### src/rtl/dbus_pkg.sv
// Shared types and constants for the CPU-to-target data bus demultiplexer.
package dbus_pkg;

    localparam int N_TGT                  = 4;
    localparam int DEFAULT_TIMEOUT_CYCLES = 16;

    localparam logic [3:0] REGION_T0 = 4'h0;
    localparam logic [3:0] REGION_T1 = 4'h1;
    localparam logic [3:0] REGION_T2 = 4'h2;
    localparam logic [3:0] REGION_T3 = 4'h3;

    typedef enum logic [1:0] {
        ST_IDLE = 2'd0,
        ST_WAIT = 2'd1,
        ST_RESP = 2'd2
    } state_t;

endpackage

### src/rtl/dbus_addr_decode.sv
// Combinational region decoder: top address nibble to one-hot target select.
module dbus_addr_decode
    import dbus_pkg::*;
(
    input  logic [3:0]       region,
    output logic [N_TGT-1:0] sel,
    output logic             unmapped
);

    always_comb begin
        // NOTE: every output gets a default first so no path leaves it unassigned (no latch).
        sel      = '0;
        unmapped = 1'b0;
        case (region)
            REGION_T0: sel = 4'b0001;
            REGION_T1: sel = 4'b0010;
            REGION_T2: sel = 4'b0100;
            REGION_T3: sel = 4'b1000;
            default:   unmapped = 1'b1;
        endcase
    end

endmodule

### src/rtl/data_bus_demux.sv
// Routes single CPU accesses to one of four targets and returns one completion pulse.
// Optional WAIT timeout is compiled in when DBUS_TIMEOUT_EN is defined.
module data_bus_demux
    import dbus_pkg::*;
#(
    parameter int TIMEOUT_CYCLES = DEFAULT_TIMEOUT_CYCLES,
    parameter int N_TGT          = dbus_pkg::N_TGT
) (
    input  logic                  clk,
    input  logic                  rst_n,
    input  logic                  cpu_req,
    input  logic                  cpu_we,
    input  logic [31:0]           cpu_addr,
    input  logic [31:0]           cpu_wdata,
    output logic                  cpu_ready,
    output logic [31:0]           cpu_rdata,
    output logic                  cpu_err,
    output logic [N_TGT-1:0]      t_req,
    output logic                  t_we,
    output logic [31:0]           t_addr,
    output logic [31:0]           t_wdata,
    input  logic [N_TGT-1:0]      t_ack,
    input  logic [32*N_TGT-1:0]   t_rdata
);

    state_t            state, state_d;
    logic [N_TGT-1:0]  dec_sel;
    logic              dec_unmapped;
    logic [N_TGT-1:0]  sel_q;
    logic [31:0]       rdata_q;
    logic              err_q;
    logic              ack_sel;
    logic [31:0]       lane_data;
    logic              timeout_hit;

    dbus_addr_decode u_decode (
        .region   (cpu_addr[31:28]),
        .sel      (dec_sel),
        .unmapped (dec_unmapped)
    );

    // Only the latched target's ack and read lane are ever looked at.
    always_comb begin
        ack_sel   = |(t_ack & sel_q);
        lane_data = '0;
        for (int k = 0; k < N_TGT; k++) begin
            if (sel_q[k]) lane_data = t_rdata[32*k +: 32];
        end
    end

`ifdef DBUS_TIMEOUT_EN
    logic [7:0] wait_cnt;

    always_ff @(posedge clk or negedge rst_n) begin
        if (!rst_n) begin
            wait_cnt <= '0;
        end else if (state == ST_WAIT) begin
            wait_cnt <= wait_cnt + 8'd1;
        end else begin
            wait_cnt <= '0;
        end
    end

    // Fires on the last allowed WAIT cycle; an ack in that same cycle still wins.
    assign timeout_hit = (state == ST_WAIT) && (wait_cnt == 8'(TIMEOUT_CYCLES - 1));
`else
    assign timeout_hit = 1'b0;
`endif

    always_ff @(posedge clk or negedge rst_n) begin
        if (!rst_n) begin
            state <= ST_IDLE;
        end else begin
            // NOTE: sequential state uses non-blocking assignment so all flops sample together.
            state <= state_d;
        end
    end

    always_comb begin
        state_d = state;
        case (state)
            ST_IDLE: if (cpu_req) state_d = dec_unmapped ? ST_RESP : ST_WAIT;
            ST_WAIT: if (ack_sel || timeout_hit) state_d = ST_RESP;
            ST_RESP: state_d = ST_IDLE;
            default: state_d = ST_IDLE;
        endcase
    end

    always_ff @(posedge clk or negedge rst_n) begin
        if (!rst_n) begin
            sel_q   <= '0;
            t_we    <= 1'b0;
            t_addr  <= '0;
            t_wdata <= '0;
            rdata_q <= '0;
            err_q   <= 1'b0;
        end else begin
            case (state)
                ST_IDLE: begin
                    if (cpu_req) begin
                        sel_q   <= dec_sel;
                        t_we    <= cpu_we;
                        t_addr  <= cpu_addr;
                        t_wdata <= cpu_wdata;
                        rdata_q <= '0;
                        err_q   <= dec_unmapped;
                    end
                end
                ST_WAIT: begin
                    if (ack_sel) begin
                        rdata_q <= t_we ? 32'h0 : lane_data;
                        err_q   <= 1'b0;
                    end else if (timeout_hit) begin
                        rdata_q <= '0;
                        err_q   <= 1'b1;
                    end
                end
                default: ;
            endcase
        end
    end

    // Response fields are gated so they read zero outside the completion pulse.
    always_comb begin
        cpu_ready = (state == ST_RESP);
        cpu_rdata = cpu_ready ? rdata_q : 32'h0;
        cpu_err   = cpu_ready & err_q;
        t_req     = (state == ST_WAIT) ? sel_q : '0;
    end

endmodule

### config.mk
export PLATFORM = sky130hd
export DESIGN_NAME = data_bus_demux
export DESIGN_NICKNAME = d
export VERILOG_FILES = /design/src/rtl/dbus_pkg.sv /design/src/rtl/dbus_addr_decode.sv /design/src/rtl/data_bus_demux.sv
export SDC_FILE = /design/constraint.sdc
export NUM_CORES = 1
export LEC_CHECK = 0
export ABC_AREA = 1
export CORE_ASPECT_RATIO = 0.75
export CORE_UTILIZATION = 41
export CTS_BUF_LIST = sky130_fd_sc_hd__clkbuf_8
export DETAILED_ROUTE_END_ITERATION = 6
export GPL_TIMING_DRIVEN = 1
export PLACE_DENSITY = 0.9
export SETUP_SLACK_MARGIN = 0.05
export SLEW_MARGIN = 15
export SYNTH_ARGS = -nofsm -noshare
export SYNTH_HDL_FRONTEND = slang
export SYNTH_SLANG_ARGS = --single-unit
### constraint.sdc
create_clock -name clk -period 1.5 [get_ports clk]
set_clock_uncertainty 0.1 [all_clocks]
set_input_delay 0.225 -clock clk [delete_from_list [all_inputs] [get_ports clk]]
set_output_delay 0.225 -clock clk [all_outputs]
set_load 0.005 [all_outputs]
After elaboration in Yosys (flattened, before gate mapping):

Cells that the tools add are included.

* muxes and demuxes: 19
* reduce and logical (&&, ||, !) cells: 8
* equality and inequality tests: 7
* bitwise logic cells: 2

Operators with widths (number)
* $mux 32: 8
* $pmux 32 s2: 1
* $pmux 4 s4: 1
* $eq 4x2->1 const B: 2
* $reduce_or 4->1: 2
* $mux 2: 3
* $and 4x4->4: 1
* $eq 4x1->1 const B: 1
* $logic_not 4->1: 1
* $mux 4: 1
* $ne 2x2->1 const B: 2
* $pmux 2 s2: 1
* $reduce_and 2->1: 2
* $mux 1: 3
* $reduce_and 3->1: 1
* $eq 2x1->1 const B: 1
* $eq 2x2->1 const B: 1
* $logic_not 2->1: 1
* $pmux 1 s2: 1
* $reduce_bool 2->1: 1
* $and 1x1->1: 1

* output and inout bits: 103
* register bits: 104

Depth between registers and ports, before layout:

* word-level depth: 7
* gate-level depth with buffers: 8
* gate-level depth less buffers: 7

By module:

A second synthesis with hierarchy kept.

* cell total of the unflattened synthesis: 854
* area total of the unflattened synthesis: 6019.5 um^2

By module, submodules not included
* data_bus_demux: times used 1, area each 5953.2 um^2, cells each 841, sequential area each 2602.5 um^2
* dbus_addr_decode: times used 1, area each 66.3 um^2, cells each 13, sequential area each 0.0 um^2

Worst setup path after synthesis:

OpenSTA, ideal clock, no wires.

* kind: flip-flop to flip-flop
* from: reg sel_q[2]
* to: reg rdata_q[22]
* data required time: 1.284 ns
* path slack: 0.121 ns
* data arrival time: 1.163 ns
* stages on the path, launching flop included: 9
* clock period less this slack: 1.379 ns
* setup time: 0.116 ns
* cell sequence: dfrtp_1 -> buf_6 -> nand2_2 -> nand2_2 -> o21ai_4 -> nand2_4 -> buf_6 -> nand2_1 -> nand2_1

* longest elaborated chain between the ends: 5
* elaborated cells between the ends (all ways): 9

RTL lines
* start, declared: RTL line data_bus_demux.sv:29 `logic [N_TGT-1:0] sel_q;`
* start signal, assigned: RTL line data_bus_demux.sv:101 `sel_q <= dec_sel;`
* $mux 32 (2 in a row): RTL line data_bus_demux.sv:47 `if (sel_q[k]) lane_data = t_rdata[32*k +: 32];`
* $mux 32: RTL line data_bus_demux.sv:111 `rdata_q <= t_we ? 32'h0 : lane_data;`
* $mux 32: RTL line data_bus_demux.sv:110 `if (ack_sel) begin`
* $pmux 32 s2: RTL line data_bus_demux.sv:98 `case (state)`
* end signal, assigned: RTL line data_bus_demux.sv:111
* end, declared: RTL line data_bus_demux.sv:30 `logic [31:0] rdata_q;`

Several ways; a longest one is shown, not always the timed one. The select of a mux whose other input is x is not followed.
A chain may end at the register's enable or synchronous reset.

Worst setup path in the final report:

* from: reg state[0]
* to: out cpu_rdata[29]

* longest elaborated chain between the ends: 2

RTL lines
* start, declared: RTL line data_bus_demux.sv:26 `state_t state, state_d;`
* start signal, assigned: RTL line data_bus_demux.sv:75 `state <= state_d;`
* $eq 2x2->1: RTL line data_bus_demux.sv:125 `cpu_ready = (state == ST_RESP);`
* $mux 32: RTL line data_bus_demux.sv:126 `cpu_rdata = cpu_ready ? rdata_q : 32'h0;`
* end, declared: RTL line data_bus_demux.sv:16 `output logic [31:0] cpu_rdata,`

Every way passes these cells.

==> flow_metrics.tcl <==
set metrics [dict create \
    h-tree-depth 3 \
    syn_to_final_growth_pct 91.7 \
    syn_nets 1047 \
    synth-simple-area-share 0.383 \
    synth_top_cell_area_share 0.449 \
    clock_latency_ns 0.37 \
    dpl-instance-area_sq_um 9200 \
    drv_cap 0 \
    drcViolationCount 0 \
    cp-start-kind "flop" \
    pin_count 303 \
    slowest_stage "dfrtp_1" \
    max-slew-margin-rel 0.803 \
    drive_gt1_frac 0.311 \
    wl_per_cell_um 18.9 \
    p_sw_frac 0.409 \
    multi_input_area_sq_um 3380 \
    p_leak_nw 5.35 \
    placementRows 37 \
    avgSynthCellArea_sq_um 6.85 \
    status "finished, violations left" \
    grt_pass1_wl_um 34500 \
    cts_root_buf "clkbuf_8" \
    period_minus_slack_ns 1.87 \
    first_global_vias 6981 \
    tightest_slew_ns 0.295 \
    synth_top_family_by_area "simple AND/OR/NAND/NOR gates" \
    timing.hold.ws_ns 0.161 \
    ys_seq_elements 104 \
    clk_pin_slew_worst_paths_ns 0.11 \
    cts.sinks 104 \
    design.core.area_sq_um 13700 \
    grt_max_degree 42 \
    finalSetupViolations 132 \
    worst_slack_ns -0.367 \
    synth_ff_type "dfrtp_1" \
    synth_area_leaders "dfrtp_1, nand2_1, nand3_1" \
    antenna_left 0 \
    synthMuxAreaShare 0 \
    powerDensity_nw_per_um2 1410 \
    synth_edf_count 0 \
    design_area_sq_um 11100 \
    n_antenna_cell 0 \
    async_reset_ff_frac 1.00 \
    synth_top_area_cell "dfrtp_1" \
    p_seq_frac 0.299 \
    port_buffers 302 \
    rsz0062_at_grt "true" \
    slew_violations 0 \
    clockBufferDepth 2 \
    fin_crit_sh 1.24 \
    p_int_w 0.00925 \
    crit_path_end_kind "output port" \
    syn_area_sq_um 5800 \
    yosysSeqAreaShare 0.449 \
    power_frac_comb 0.576 \
    wl_um 26200 \
    post-route-util 0.809 \
    fill_cells 866 \
    antenna_found_initial 0 \
    yosysMostFrequentCell "nand2_1" \
    vias 7317 \
    synth_commonest_cells "nand2_1, dfrtp_1, inv_1, nand3_1, a21oi_1" \
    synthAdderAreaFrac 0 \
    hold_class "in -> async" \
    grt_use_total 0.302 \
    crit_type "reg -> out" \
    die_h_um 105 \
    tritoncts "yes" \
    seqCellArea_sq_um 2610 \
    final-hold-violation-count 0 \
    synth_compound_area_frac 0.0647 \
    ys_types 22 \
    start_util 0.422 \
    die_area_sq_um 14600 \
    power_frac_clock 0.125 \
    fin_nets 1405 \
    max_stage_delay_ns 0.43 \
    max_freq_ghz 0.536 \
    crit_fanout 6 \
    p_switching_w 0.00640 \
    gr-total-overflow 0 \
    drt_iter0_markers 663 \
    required_ns 1.17 \
    peakVddDrop_mv 1.12 \
    synth_xor_area_frac 0 \
    numCtsBuffers 9 \
    worstPathArrival_ns 1.54 \
    drt-vias-per-instance 5.28 \
    drtPass1Iterations 5 \
    crit_chain "nor2_4, inv_4, buf_12, nor2_2, clkdlybuf4s15_2" \
    hpwl_um 15200 \
    gp_congestion 0.884 \
    postSynthCellCount 847 \
    die_x_um 139 \
    violations "setup timing" \
    synth_warnings 0 \
]
## worst max-delay path, delay by kind of cell (launching register included)
family	cells	cell delay [ns]
flops	1	0.43
buf+inv	3	0.46
simple gates	2	0.28
## per-layer routing
layer / vias up / global-route usage / routed length (um)
met4: 0 / 0.133 / 992
met3: 76 / 0.0692 / 2180
met5: - / 0 / 0
met2: 446 / 0.513 / 12900
li1: 3304 / - / -
met1: 3491 / 0.367 / 10100
## power groups by stage
stage               logic (W)  registers (W)  clock network [W]
floorplan             0.00243        0.00446                  0
global placement      0.00587        0.00441                  0
detailed placement    0.00603        0.00445                  0
CTS                   0.00675        0.00436            0.00197
global route          0.00949        0.00476            0.00210
finish                0.00901        0.00467            0.00196
## layout make-up
type	instances	area share
clock buffer	9	0.0111
timing repair buffer	401	0.393
tap	175	0.0197
timing repair inverter	1	0.00146
clock inverter	7	0.00833
multi-input combinational	612	0.304
inverter	76	0.0282
sequential	104	0.234
## per-stage QoR
step / TNS (ns) / setup slack, ns / instances / total power, W
after CTS: -10.27 / -0.311 / 1362 / 0.0131
after global routing: -25.16 / -0.425 / 1385 / 0.0163
after global placement: -15.73 / -0.279 / 1311 / 0.0103
after detailed placement: -17.77 / -0.290 / 1311 / 0.0105
after floorplan: 0 / 0.121 / 847 / 0.00689
final: -17.76 / -0.367 / 1385 / 0.0156
## worst paths after layout
check	startpoint	endpoint	slack (ns)	cells after the start
max	state[0]	cpu_rdata[29]	-0.37	5
min	rst_n	t_wdata[22]	0.16	2
max reg2reg	state[1]	rdata_q[25]	-0.21	11
min reg2reg	t_addr[7]	t_addr[7]	0.39	2
max in group asynchronous	rst_n	sel_q[3]	0.61	3
min in group clk	cpu_wdata[9]	t_wdata[9]	0.28	3
## kinds of logic after synthesis
logic type	count (synthesis)
AND/OR/NAND/NOR	541
flip-flops	104
AO/OA/AOI/OAI	71
buffers and inverters	131
## registers in the layout, indices dropped and copies added, names as in the netlist
| register | flops |
|---|---|
| rdata_q | 32 |
| t_we | 1 |
| t_wdata | 32 |
| state | 2 |
| t_addr | 32 |
| sel_q | 4 |
| err_q | 1 |
## layout by cell type (no fill, tap or decap), drive strengths merged, types with 26 or more instances in the layout
master	instances
dlygate4sd2	56
inv	79
nand2	400
nand3	66
buf	107
or2	33
clkdlybuf4s15	26
dfrtp	104
clkdlybuf4s50	198
nor2	42
a21oi	65
## what timing repair did
| item | CTS | global route |
|---|---|---|
| endpoints found under the hold margin | 104 | 0 |
| gates cloned | 7 | 18 |
| hold buffers | 1 | 0 |
| endpoints found under the setup margin | 189 | 142 |
| setup buffers | 30 | 7 |
| resized for setup | 285 | 222 |
| pin swaps | 6 | 47 |
Note: power is estimated with default switching activity, not from simulation.
==> RTL edit 1 (same flow settings) <==
Add a define of `DBUS_TIMEOUT_EN`.
--- a/src/rtl/data_bus_demux.sv
+++ b/src/rtl/data_bus_demux.sv
@@ -1,5 +1,7 @@
 // Routes single CPU accesses to one of four targets and returns one completion pulse.
 // Optional WAIT timeout is compiled in when DBUS_TIMEOUT_EN is defined.
+`define DBUS_TIMEOUT_EN
+
 module data_bus_demux
     import dbus_pkg::*;
 #(
Behaviour: same outputs for any inputs over 4 cycles, from zero or initial values and one cycle with rst_n low; that may be too few to reach the edited logic, so the function may still have changed.
==> RTL edit 1 against the original RTL <==
The flow still finishes with violations (negative setup slack). Total power down 5.1%. Wire length decreased by 9.0%. Worst setup slack gained 11 ps. Design area shrank 5.9%. Area after synthesis grew 1.4%. Sequential cell count up 8. Global-route usage down 0.31 points. Critical path depth grew 6. Worst hold slack got worse by 53 ps. Sequential power fell by 4%. Critical endpoint is now t_wdata[21]$_DFFE_PN0P_. Largest cell class unchanged. Largest power group unchanged.
==> RTL edit 1: results (changes against the original RTL) <==
[global_route]
use_met2 = 0.5086  ; was 0.5126
grt_max_degree = 67  ; was 42
grt_pass1_wl_um = 34000  ; was 34510 um
gr-usage-all-layers = 0.2990  ; was 0.3021
grtUsageMet1 = 0.3622  ; was 0.3672

[power]
pwr.group.clock_mw = 1.89  ; was 1.96 mW
leakagePower_nw = 5.182  ; was 5.347 nW
clockPowerShare = 0.127  ; was 0.125

[drt]
drt_iter0_drc = 469  ; was 663
met3WireLength_um = 1910  ; was 2177 um
dr_wl_met2_um = 11580  ; was 12880 um
vias = 6689  ; was 7317
wl_met1_um = 9615  ; was 10150 um

[sta]
finalSetupViolations = 141  ; was 132
setup_slack_ps = -356.4  ; was -367.4 ps
fin_tns_setup_ps = -34350  ; was -17760 ps
slew_headroom = 0.7408  ; was 0.8025

[yosys]
synth_top_cells_by_area = dfrtp_1, nand2_1, nand3_1, o21ai_0, or2_2  ; was dfrtp_1, nand2_1, nand3_1, a21oi_1, inv_1
synthAdderAreaFrac = 0.002129  ; was 0
yosys.cell_types.count = 30  ; was 22
synth_nets = 987  ; was 1047
synth.avg_cell_area_sq_um = 7.479  ; was 6.847 sq um
ys_seq_area_frac = 0.4768  ; was 0.4488
synth_common_cells = nand2_1, dfrtp_1, nand3_1  ; was nand2_1, dfrtp_1, inv_1
synth_compound_area_frac = 0.07599  ; was 0.06472

[place]
placedCellCount = 1255  ; was 1311
dp.final_hpwl_um = 14840  ; was 15170 um
gp_congestion = 0.8984  ; was 0.8838
pre_cts_ws_ps = -263.5  ; was -290.0 ps
placed_area_sq_um = 9260  ; was 9204 sq um

[outcome]
outcome = finished, violations left  ; unchanged
violations = negative setup slack  ; unchanged

[final_layout]
n_all_buffers = 390  ; was 401
multi_input_area_share = 0.2885  ; was 0.3038
clkbuf_count = 10  ; was 9
area_share_nonclk_buffers = 0.3839  ; was 0.3930
final_layout_size_suffix_gt1_frac = 0.2719  ; was 0.3107
sh_seq_area = 0.2677  ; was 0.2343
regArea_sq_um = 2803  ; was 2605 sq um

[critical_path]
max_stage_delay_ps = 410  ; was 430 ps
arrival_ps = 2070  ; was 1540 ps
cp_max_fo = 7  ; was 6

[clock_tree]
cts_sinks = 112  ; was 104

==> RTL edit 1: worst max-delay path, delay by kind of cell (launching register included) <==
kind	cells	cell delay, ps
buffers and inverters	7	840
AND/OR/NAND/NOR	4	430
flip-flops	1	410
==> RTL edit 1: final timing paths <==
kind                       slack, ps                       to               startpoint
max                             -360  t_wdata[21]$_DFFE_PN0P_     state[1]$_DFFE_PN0P_
min                              110   t_addr[27]$_DFFE_PN0P_                    rst_n
max reg2reg                     -360  t_wdata[21]$_DFFE_PN0P_     state[1]$_DFFE_PN0P_
min reg2reg                      390  rdata_q[17]$_DFFE_PN0P_  rdata_q[17]$_DFFE_PN0P_
max in group asynchronous        570   rdata_q[8]$_DFFE_PN0P_                    rst_n
min in group clk                 260   t_addr[25]$_DFFE_PN0P_             cpu_addr[25]
==> RTL edit 1: timing repair <==
item	in CTS	in global routing
cloned	12	4
setup endpoints to repair	206	148
resized for setup	231	145
pin swaps	6	55
endpoints found under the hold margin	112	0
setup buffers	22	14
hold buffers	1	0
==> RTL edit 2 (same flow settings) <==
Made on the original files. The 3 states of `state_t` get a one-hot encoding in 3 bits.
--- a/src/rtl/dbus_pkg.sv
+++ b/src/rtl/dbus_pkg.sv
@@ -9,10 +9,10 @@
     localparam logic [3:0] REGION_T2 = 4'h2;
     localparam logic [3:0] REGION_T3 = 4'h3;
 
-    typedef enum logic [1:0] {
-        ST_IDLE = 2'd0,
-        ST_WAIT = 2'd1,
-        ST_RESP = 2'd2
+    typedef enum logic [2:0] {
+        ST_IDLE = 3'b001,
+        ST_WAIT = 3'b010,
+        ST_RESP = 3'b100
     } state_t;
 
 endpackage
Function: no difference found for any inputs over 10 cycles, from zero or initial values and one cycle with rst_n low; not proved beyond that.
==> RTL edit 2 against the original RTL <==
The run still ends with negative setup slack left. Critical path depth is 3 higher. Wire length is 2.6% lower. First-iteration DRC count fell by 37%. Worst setup slack got worse by 190 ps. Register-to-register slack worse by 250 ps. Area after synthesis up 2.9%. Fmax decreased by 9.2%. Total power is 5.1% higher. Die area increased by 2.9%. Non-clock buffer count shrank 11. Synthesized cell count grew 0.83%. Sequential cell count rose by 1. Design area shrank 0.55%. Largest power group unchanged.
==> RTL edit 2: results (changes against the original RTL) <==
[outcome]
outcome = finished, violations left  ; unchanged
violations = negative setup slack  ; unchanged

[global_route]
grt_antenna_before_repair = 0  ; unchanged
grt_pass1_vias = 6868  ; was 6981
grt_max_degree = 38  ; was 42
grt_pass1_wl_um = 34340  ; was 34510 um
gr-usage-all-layers = 0.2965  ; was 0.3021
grt.overflow.total = 0  ; unchanged

[final_layout]
final_layout_size_suffix_gt1_frac = 0.3062  ; was 0.3107
final_nets = 1400  ; was 1405
reg_top3 = rdata_q (32), t_addr (32), t_wdata (32)  ; unchanged
antenna_cells = 0  ; unchanged

[place]
dp.final_hpwl_um = 14860  ; was 15170 um
portBuffers = 302  ; unchanged
pre_cts_ws_ps = -423.1  ; was -290.0 ps
gp_congestion = 0.8438  ; was 0.8838

[critical_path]
max_stage_delay_ps = 390  ; was 430 ps
r2r-start = state[0]$_DFFE_PN1P_  ; was state[1]$_DFFE_PN0P_
cp_max_fo = 7  ; was 6
arrival_ps = 1730  ; was 1540 ps
rrSetupSlack_ps = -460  ; was -210 ps
crit_family = buffers and inverters  ; unchanged
ff2ff_path_depth = 12  ; was 11
crit-reg2reg-capture = rdata_q[20]$_DFFE_PN0P_  ; was rdata_q[25]$_DFFE_PN0P_
slowest_stage = dfrtp_1  ; unchanged

[yosys]
synth_common_cells = nand2_1, dfrtp_1, inv_1  ; unchanged
synth_top_cells_by_area = dfrtp_1, nand2_1, inv_1, nor2_1, o21ai_2  ; was dfrtp_1, nand2_1, nand3_1, a21oi_1, inv_1
synthAdderAreaFrac = 0  ; unchanged
synthArstFlopShare = 1.000  ; unchanged
synth_compound_area_frac = 0.08174  ; was 0.06472
yosys.cell_types.count = 25  ; was 22
yosys_warnings = 0  ; unchanged
ys_seq_area_frac = 0.4404  ; was 0.4488
synth_flop_cell = dfrtp_1  ; unchanged
synthXorXnorAreaFrac = 0  ; unchanged
synthMuxAreaShare = 0  ; unchanged
synth_nets = 1054  ; was 1047

[power]
leakagePower_nw = 5.624  ; was 5.347 nW
peakVddDrop_mv = 0.7241  ; was 1.125 mV
p_int_mw = 9.460  ; was 9.246 mW
swShare = 0.4244  ; was 0.4089
seq_power_share = 0.269  ; was 0.299
pwr.group.clock_mw = 1.87  ; was 1.96 mW

[clock_tree]
insertion_delay_ps = 370  ; about the same
numCtsBuffers = 9  ; unchanged
clk_pin_slew_ps = 110  ; about the same
htreeDepth = 3  ; unchanged
root_buffer = clkbuf_8  ; unchanged
clk_path_buf_depth = 2  ; unchanged

[min_path]
hp-class = input pin to async pin  ; unchanged

[sta]
holdWs_ps = 194.5  ; was 161.4 ps
tightest_slew_ps = 424.0  ; was 295.1 ps
setup_slack_ps = -556.4  ; was -367.4 ps
finalSetupViolations = 142  ; was 132
fin_tns_setup_ps = -54900  ; was -17760 ps

[drt]
drtPass1Iterations = 4  ; was 5
drt_wl_total_um = 25520  ; was 26200 um
vias = 7155  ; was 7317
drt_iter0_drc = 417  ; was 663

-- RTL edit 2: cell types whose count changed after synthesis, moves of 4 or more --
cell / unedited run / this run
o21ai_0: 1 / 5
nand2_2: 5 / 27
o21ai_2: 0 / 30
nor2_1: 41 / 70
or2_1: 7 / 0
nand2_1: 394 / 371
nand3_1: 66 / 33
a21oi_1: 64 / 33
or2_2: 26 / 0
nor3_1: 0 / 34
buf_2: 22 / 26
-- RTL edit 2: area by class of cell --
type / count / area (sq um)
clock buffer: 9 / 123.9
clock inverter: 7 / 80.08
fill: 890 / 2923
inverter: 79 / 304.0
multi-input combinational: 613 / 3568
sequential: 105 / 2629
tap: 195 / 244.0
timing repair buffer: 390 / 4089
timing repair inverter: 2 / 20.02
-- RTL edit 2: cell families (layout without fill, tap and decap cells) --
kind of cell           count (synthesis)  after routing
buffers and inverters                136            487
and+or+nand+nor                      539            539
DFF                                  105            105
AOI/OAI and AO/OA                     74             74
-- RTL edit 2: metal layers --
| layer | GRT usage | vias up | share of wire |
|---|---|---|---|
| met1 | 0.3570 | 3418 | 0.39 |
| met2 | 0.5301 | 367 | 0.51 |
| li1 | - | 3304 | - |
| met5 | 0 | - | 0 |
| met3 | 0.06441 | 66 | 0.072 |
| met4 | 0.08618 | 0 | 0.028 |
-- RTL edit 2: repair_timing --
item                                   CTS  global route
resized for setup                      270           248
setup endpoints to repair              206           148
endpoints found under the hold margin  105             0
gates cloned                            13            14
hold buffers                             1             0
pin swaps                                3            49
buffers inserted                        17            18
-- RTL edit 2: stage by stage --
step | cell area, sq um | utilization | instances
2_1_floorplan | 5972 | - | 854
3_3_place_gp | 9279 | 0.6637 | 1332
3_5_place_dp | 9279 | 0.6637 | 1332
4_1_cts | 10020 | 0.7169 | 1379
5_1_grt | 11060 | 0.7909 | 1400
6_report | 11060 | 0.7909 | 1400
-- RTL edit 2: worst max-delay path by stage --
| stage | start | end | slack (ps) | cells after the start |
|---|---|---|---|---|
| 2_1_floorplan | state[0]$_DFFE_PN1P_ | rdata_q[22]$_DFFE_PN0P_ | 60 | 7 |
| 3_3_place_gp | state[1]$_DFFE_PN0P_ | cpu_rdata[30] | -310 | 5 |
| 3_5_place_dp | state[1]$_DFFE_PN0P_ | cpu_rdata[14] | -420 | 5 |
| 4_1_cts | state[2]$_DFFE_PN0P_ | cpu_rdata[14] | -490 | 8 |
| 5_1_grt | state[2]$_DFFE_PN0P_ | cpu_rdata[2] | -600 | 8 |
| 6_report | state[2]$_DFFE_PN0P_ | cpu_rdata[14] | -560 | 8 |
-- RTL edit 2: worst register-to-register path, stage by stage, from the launching register on --
cell and delay (ps):
dfstp_2 590, buf_6 110, buf_6 110, nor2_4 40, nand2_4 70, buf_6 110
inv_2 50, nand2_4 80, nand3_4 140, buf_6 190, clkbuf_16 170, nand2_4 60
o21ai_2 50
